## src/rtl/instr_fetch_pkg.sv

```systemverilog
// rtl/instr_fetch_pkg.sv - shared core constants, fetch FSM states and helpers
//
// Contents:
//   ILEN              instruction / address width
//   BOOT_ADDR_DEFAULT reset fetch address
//   FIFO_DEPTH        fetch buffer entries
//   PAYLOAD_W         buffer entry width ({rdata, addr})
//   fetch_state_e     fetch control states
//   word_align()      clears the byte-offset bits of an address

package instr_fetch_pkg;

    localparam int          ILEN              = 32;
    localparam logic [31:0] BOOT_ADDR_DEFAULT = 32'h0000_0000;
    localparam int          FIFO_DEPTH        = 2;
    localparam int          PAYLOAD_W         = 2 * ILEN;

    typedef enum logic [1:0] {
        ST_BOOT = 2'd0,
        ST_RUN  = 2'd1,
        ST_HOLD = 2'd2
    } fetch_state_e;

    function automatic logic [ILEN-1:0] word_align(input logic [ILEN-1:0] addr);
        return {addr[ILEN-1:2], 2'b00};
    endfunction

endpackage

```

## src/rtl/instr_fetch_fifo.sv

```systemverilog
// rtl/instr_fetch_fifo.sv - two-entry fetch buffer holding {rdata, addr}
//
// Ports:
//   clk, rstn   clock, synchronous active-low reset
//   push        write push_data into the tail (ignored when full and not popping)
//   push_data   payload {instr word, byte address}
//   pop         remove the head entry (ignored when empty)
//   flush       empty the buffer; overrides push and pop
//   head_data   payload at the head (zero after reset)
//   count       number of valid entries (0..2)

module instr_fetch_fifo
    import instr_fetch_pkg::*;
(
    input  logic                 clk,
    input  logic                 rstn,
    input  logic                 push,
    input  logic [PAYLOAD_W-1:0] push_data,
    input  logic                 pop,
    input  logic                 flush,
    output logic [PAYLOAD_W-1:0] head_data,
    output logic [1:0]           count
);

    logic [PAYLOAD_W-1:0] mem [FIFO_DEPTH];
    logic                 rd_ptr;
    logic                 wr_ptr;
    logic                 do_pop;
    logic                 do_push;

    assign do_pop    = pop && (count != 2'd0);
    assign do_push   = push && ((count != 2'(FIFO_DEPTH)) || do_pop);
    assign head_data = mem[rd_ptr];

    always_ff @(posedge clk) begin
        if (!rstn) begin
            mem[0] <= '0;
            mem[1] <= '0;
            rd_ptr <= 1'b0;
            wr_ptr <= 1'b0;
            count  <= 2'd0;
        end else if (flush) begin
            rd_ptr <= 1'b0;
            wr_ptr <= 1'b0;
            count  <= 2'd0;
        end else begin
            if (do_push) begin
                mem[wr_ptr] <= push_data;
                wr_ptr      <= ~wr_ptr;
            end
            if (do_pop) begin
                rd_ptr <= ~rd_ptr;
            end
            case ({do_push, do_pop})
                2'b10:   count <= count + 2'd1;
                2'b01:   count <= count - 2'd1;
                default: count <= count;
            endcase
        end
    end

endmodule

```

## src/rtl/instr_fetch.sv

```systemverilog
// rtl/instr_fetch.sv - instruction fetch stage for a 1-cycle fixed-latency ROM
//
// Ports:
//   clk, rstn    clock, synchronous active-low reset
//   rom_addr     byte address presented to the ROM
//   rom_rdata    ROM data, one cycle after rom_addr
//   jmp_valid    redirect request (flushes everything fetched so far)
//   jmp_addr     redirect target; low two bits ignored
//   instr_valid  an instruction is presented
//   instr_ready  decoder takes the instruction this cycle
//   instr_rdata  instruction word
//   instr_addr   byte address of instr_rdata

module instr_fetch
    import instr_fetch_pkg::*;
#(
    parameter logic [ILEN-1:0] BOOT_ADDR = BOOT_ADDR_DEFAULT
) (
    input  logic            clk,
    input  logic            rstn,
    output logic [ILEN-1:0] rom_addr,
    input  logic [ILEN-1:0] rom_rdata,
    input  logic            jmp_valid,
    input  logic [ILEN-1:0] jmp_addr,
    output logic            instr_valid,
    input  logic            instr_ready,
    output logic [ILEN-1:0] instr_rdata,
    output logic [ILEN-1:0] instr_addr
);

    fetch_state_e         state_q;
    fetch_state_e         state_d;
    logic [ILEN-1:0]      pc_q;
    logic [ILEN-1:0]      pc_d;
    logic [ILEN-1:0]      tag_q;
    logic [ILEN-1:0]      tag_d;
    logic                 inflight_q;
    logic                 inflight_d;
    logic [ILEN-1:0]      jmp_target;
    logic                 issue;
    logic                 can_issue;
    logic                 pop;
    logic                 push;
    logic [1:0]           fifo_count;
    logic [2:0]           occupancy;
    logic [PAYLOAD_W-1:0] head_data;

    assign jmp_target  = word_align(jmp_addr);
    assign instr_valid = (fifo_count != 2'd0);
    assign pop         = instr_valid && instr_ready;
    assign instr_rdata = head_data[PAYLOAD_W-1:ILEN];
    assign instr_addr  = head_data[ILEN-1:0];

    // Returning data is written unless a redirect arrives in the same cycle;
    // that data belongs to the old path.
    assign push = inflight_q && !jmp_valid;

    // Slots already spoken for (buffered + on the way) minus the one leaving
    // now must leave room for another fetch, so the ROM never has to stall.
    assign occupancy = {1'b0, fifo_count} + {2'b00, inflight_q};
    assign can_issue = (occupancy < (3'd2 + {2'b00, pop}));

    always_comb begin
        state_d = state_q;
        issue   = 1'b0;
        case (state_q)
            ST_BOOT: begin
                issue   = 1'b1;
                state_d = ST_RUN;
            end
            ST_RUN, ST_HOLD: begin
                issue   = can_issue;
                state_d = can_issue ? ST_RUN : ST_HOLD;
            end
            default: begin
                state_d = ST_BOOT;
            end
        endcase
        if (jmp_valid) begin
            issue   = 1'b0;
            state_d = ST_RUN;
        end
    end

    // rom_addr tracks the PC while blocked, so it holds at the next address
    // to fetch; a redirect bypasses the PC to reach the ROM this cycle.
    always_comb begin
        pc_d       = pc_q;
        tag_d      = tag_q;
        inflight_d = 1'b0;
        rom_addr   = pc_q;
        if (jmp_valid) begin
            rom_addr   = jmp_target;
            pc_d       = jmp_target + 32'd4;
            tag_d      = jmp_target;
            inflight_d = 1'b1;
        end else if (issue) begin
            pc_d       = pc_q + 32'd4;
            tag_d      = pc_q;
            inflight_d = 1'b1;
        end
        if (!rstn) begin
            rom_addr = BOOT_ADDR;
        end
    end

    always_ff @(posedge clk) begin
        if (!rstn) begin
            state_q    <= ST_BOOT;
            pc_q       <= BOOT_ADDR;
            tag_q      <= '0;
            inflight_q <= 1'b0;
        end else begin
            state_q    <= state_d;
            pc_q       <= pc_d;
            tag_q      <= tag_d;
            inflight_q <= inflight_d;
        end
    end

    instr_fetch_fifo u_fifo (
        .clk       (clk),
        .rstn      (rstn),
        .push      (push),
        .push_data ({rom_rdata, tag_q}),
        .pop       (pop),
        .flush     (jmp_valid),
        .head_data (head_data),
        .count     (fifo_count)
    );

endmodule

```

## config.mk

```make
export PLATFORM = sky130hd
export DESIGN_NAME = instr_fetch
export DESIGN_NICKNAME = d
export VERILOG_FILES = /design/src/rtl/instr_fetch_pkg.sv /design/src/rtl/instr_fetch_fifo.sv /design/src/rtl/instr_fetch.sv
export SDC_FILE = /design/constraint.sdc
export NUM_CORES = 1
export LEC_CHECK = 0
export CORE_MARGIN = 2
export CORE_UTILIZATION = 25
export CTS_CLUSTER_SIZE = 40
export DETAILED_ROUTE_END_ITERATION = 6
export SYNTH_ARGS = -nofsm -noshare
export SYNTH_HDL_FRONTEND = slang
export SYNTH_HIERARCHICAL = 1
export SYNTH_SLANG_ARGS = --single-unit
```

## constraint.sdc

```tcl
create_clock -name clk -period 4 [get_ports clk]
set_input_delay 0.6 -clock clk [delete_from_list [all_inputs] [get_ports clk]]
set_output_delay 0.6 -clock clk [all_outputs]
set_load 0.01 [all_outputs]
```

==> implementation parameters <==
Parameter                              Value

Floorplanning
  Vert. Die Dim    a little over 200 µm
  Area enclosed by the die boundary    ~40000 µm²
  Core box area    between 30000 and 40000 µm²
  Standard-cell row count    about 70
  Die width    ~200 µm
  # IOs    between 150 and 200
  Starting Density    between 20% and 30%

Cells and area
  Antenna diode count    0
  Multi-input logic area    4374 µm²
  Final core utilization    around a third
  Share of layout cells above drive strength 1    16.00%
  Growth of design area from synthesis to finish    27.91%
  Layout filler cell count    approximately 3900
  Most common library cell in the layout ignoring fill and taps    clkdlybuf4s50_1
  Count of nets after finishing    1105
  Commonest cells after routing, fill and taps aside    clkdlybuf4s50_1 (159), edfxtp_1 (128), and2_1 (101), nand2_1 (80), nor2_1 (70)
  Design Area, Final    12670 µm²
  Register area    approximately 5200 µm²

Yosys
  Dominant register cell in the synthesized netlist    edfxtp_1
  Area fraction in compound gates after synthesis    roughly 8.7%
  Post-synthesis mux area share    between 10% and 20%
  Instance count of the mapped netlist    885
  Dominant combinational cell family by area after synthesis    simple AND/OR/NAND/NOR gates
  Ys async rst share    0%
  Synthesized area divided by synthesized cell count    11.19 µm²
  Library cells used by synthesis    70
  Portion of the post-synthesis area used by sequential elements    between 50% and 60%
  Post-synth EDFFs    128
  Post-synthesis share of cell area spent on full adders, half adders and majority gates    less than 1%
  Count of warnings emitted by yosys    6
  Xor and xnor fraction of the mapped netlist area    ~3.3%
  Synth Cell Area    around 9900 µm²
  Synthesized-area fraction occupied by and/or/nand/nor cells    20.88%
  FF+latch count, synth    between 150 and 200

Global route
  Via count of the first global-routing pass    approximately 6900
  All-layer global routing usage    between 10% and 20%
  Sum of overflow across all layers after global routing    0
  Number of antenna violations at the first check in global routing    0
  Wire length of the first global-routing pass    40.05 mm
  Largest net degree at the start of global routing    66

Setup path
  Crit Path Max Fanout    38
  Class of the most critical setup path    primary input to output port
  Arrival time of data at the critical path endpoint    between 2 and 3 ns
  Required time at the worst-slack endpoint    ~3.4 ns
  Critical path's slowest cell    buf_2
  Critical path endpoint category    output port
  Startpoint type of the worst setup path    primary input
  Library cell appearing most often on the critical path    buf_12
  Biggest cell delay along the critical path    ~0.53 ns
  Combined buffer and inverter count along the critical path    4
  Critical-path cell list    buf_2 -> buf_12 -> buf_12 -> mux2i_1 -> nor2_1 -> clkdlybuf4s50_1
  Kind of cell adding the most delay to the critical path    buffers and inverters

STA
  Number of setup violations in the final report    0
  Worst path setup slack after routing    between 0.6 and 0.7 ns
  Setup TNS    0 ns
  Final number of hold-violating endpoints    0
  Highest Clock Rate    between 300 and 400 MHz
  Number of slew-limit violations in the final report    0
  Slew at the pin with the worst max-slew slack    around 0.96 ns
  Setup repair after global routing missed its margin    no
  Period minus WS final    roughly 3.3 ns
  Relative slew margins    between 30% and 40%
  Worst Clk Skew    around 0.013 ns
  Fin crit share    about 83%

Clock network
  Bufs on Longest Clock Path    2
  Buffer type at the clock tree root    clkbuf_16
  Clock transition time at the flip-flop clock pins of the worst setup and hold paths    approximately 0.080 ns
  Count of H-tree levels built during CTS    4
  Post-CTS resize count    0
  Clock latency reported for the late side of the worst-skew pair    0.45 ns
  # clock sinks    195
  Setup bufs post-CTS    0
  Number of hold buffers added after cts    0
  Total clock buffers created by CTS    17
  TritonCTS clock tree    done

Drt
  Overall routed net length    around 26 mm
  DRC violation count after routing    0
  Post-DR wirelength/cell    ~16 µm
  Initial drt markers    506
  Length of the first detailed-routing pass in iterations    4
  Via total after detailed routing    6924
  Mean number of vias per cell    4.433
  Antenna Nets Post-Route    0

Pwr
  Power density over cell area    364.2 nW/µm²
  IR Drop Worst-Case VDD    ~250 µV
  Leakage power total    0.004642 µW

Placed design
  HPWL reported at the end of detailed placement    16.96 mm
  IO Port Bufs    160
  Area of placed instances    12070 µm²
  Final weighted congestion in routability-driven placement    roughly 0.8
  Pre-CTS setup slack    about 0.66 ns

Worst hold path
  HP Class    flip-flop to flip-flop

Job
  Max-Cap Viols    0

Run status
  Outcome    complete, no violations
==> final timing paths <==
check	to	depth (start not counted)	startpoint	slack, ns
worst max register to register	pc_q[27]	9	u_fifo/count[0]	1.24
worst max-delay path	rom_addr[30]	6	jmp_valid	0.68
worst min-delay path	pc_q[3]	2	pc_q[3]	0.48
worst min register to register	pc_q[3]	2	pc_q[3]	0.48
==> state kept, by name, indices dropped and copies added (netlist names), named ones only <==
signal	cells
u_fifo/count	2
tag_q	30
u_fifo/rd_ptr	1
u_fifo/mem	128
state_q	2
u_fifo/wr_ptr	1
pc_q	30
==> where the power goes <==
| part | switching [µW] | leakage (µW) | total, µW | internal, µW |
|---|---|---|---|---|
| clock | 858 | 0.000284 | 1750 | 890 |
| combinational | 286 | 0.00248 | 562 | 276 |
| sequential | 63.1 | 0.00188 | 2300 | 2240 |
| total | 1210 | 0.00464 | 4610 | 3410 |
==> worst reg2reg max path, delay by kind of cell, from the launching register on <==
kind            cells  cell delay, ns
simple gates        4            1.30
fa+ha+maj           2            0.44
flops               1            0.38
buf+inv             1            0.29
xor+xnor            1            0.18
compound gates      1            0.07
==> per-layer routing <==
metal,global-route usage (%),routed length [µm]
met1,17.42,12720
met5,0,0
met2,19.42,11280
met3,2.905,1213
met4,4.145,403
==> through the flow <==
stage / hold WS [ns] / power, µW / instances
detailed placement: 0.4671 / 2919 / 1530
floorplan: 0.4425 / 2623 / 890
CTS: 0.4783 / 4700 / 1562
global placement: 0.4594 / 2908 / 1530
finish: 0.4764 / 4614 / 1562
global route: 0.5082 / 4822 / 1562
==> cells by family after synthesis <==
group,Yosys count
compound gates,116
fa+ha+maj,6
flops,195
mux,92
other cells,1
buf+inv,68
xor+xnor,37
simple gates,370
==> cell type report <==
type,count,area share [%]
flip-flops and latches,195,40.96
multi-input cells,627,34.53
repair buffers,180,14.38
well taps,518,5.116
clock buffers,17,3.358
clock inverters,15,1.363
inverters,10,0.2963
==> Yosys cell counts, types with 12 or more instances <==
master / instances / area (µm²)
xnor2_1: 27 / 236.5
dfxtp_1: 67 / 1341
and2_1: 101 / 631.9
mux2_2: 65 / 732.0
nor2_1: 71 / 266.5
a21oi_1: 24 / 120.1
buf_6: 12 / 135.1
nand3_1: 26 / 130.1
buf_2: 20 / 100.1
o21ai_0: 13 / 65.06
clkbuf_1: 19 / 71.32
nand2_1: 80 / 300.3
o21a_1: 15 / 112.6
a211oi_1: 12 / 90.09
edfxtp_1: 128 / 3844
and2_4: 30 / 262.8
mux2i_1: 26 / 260.3
Power figures use the tool's default switching activity.
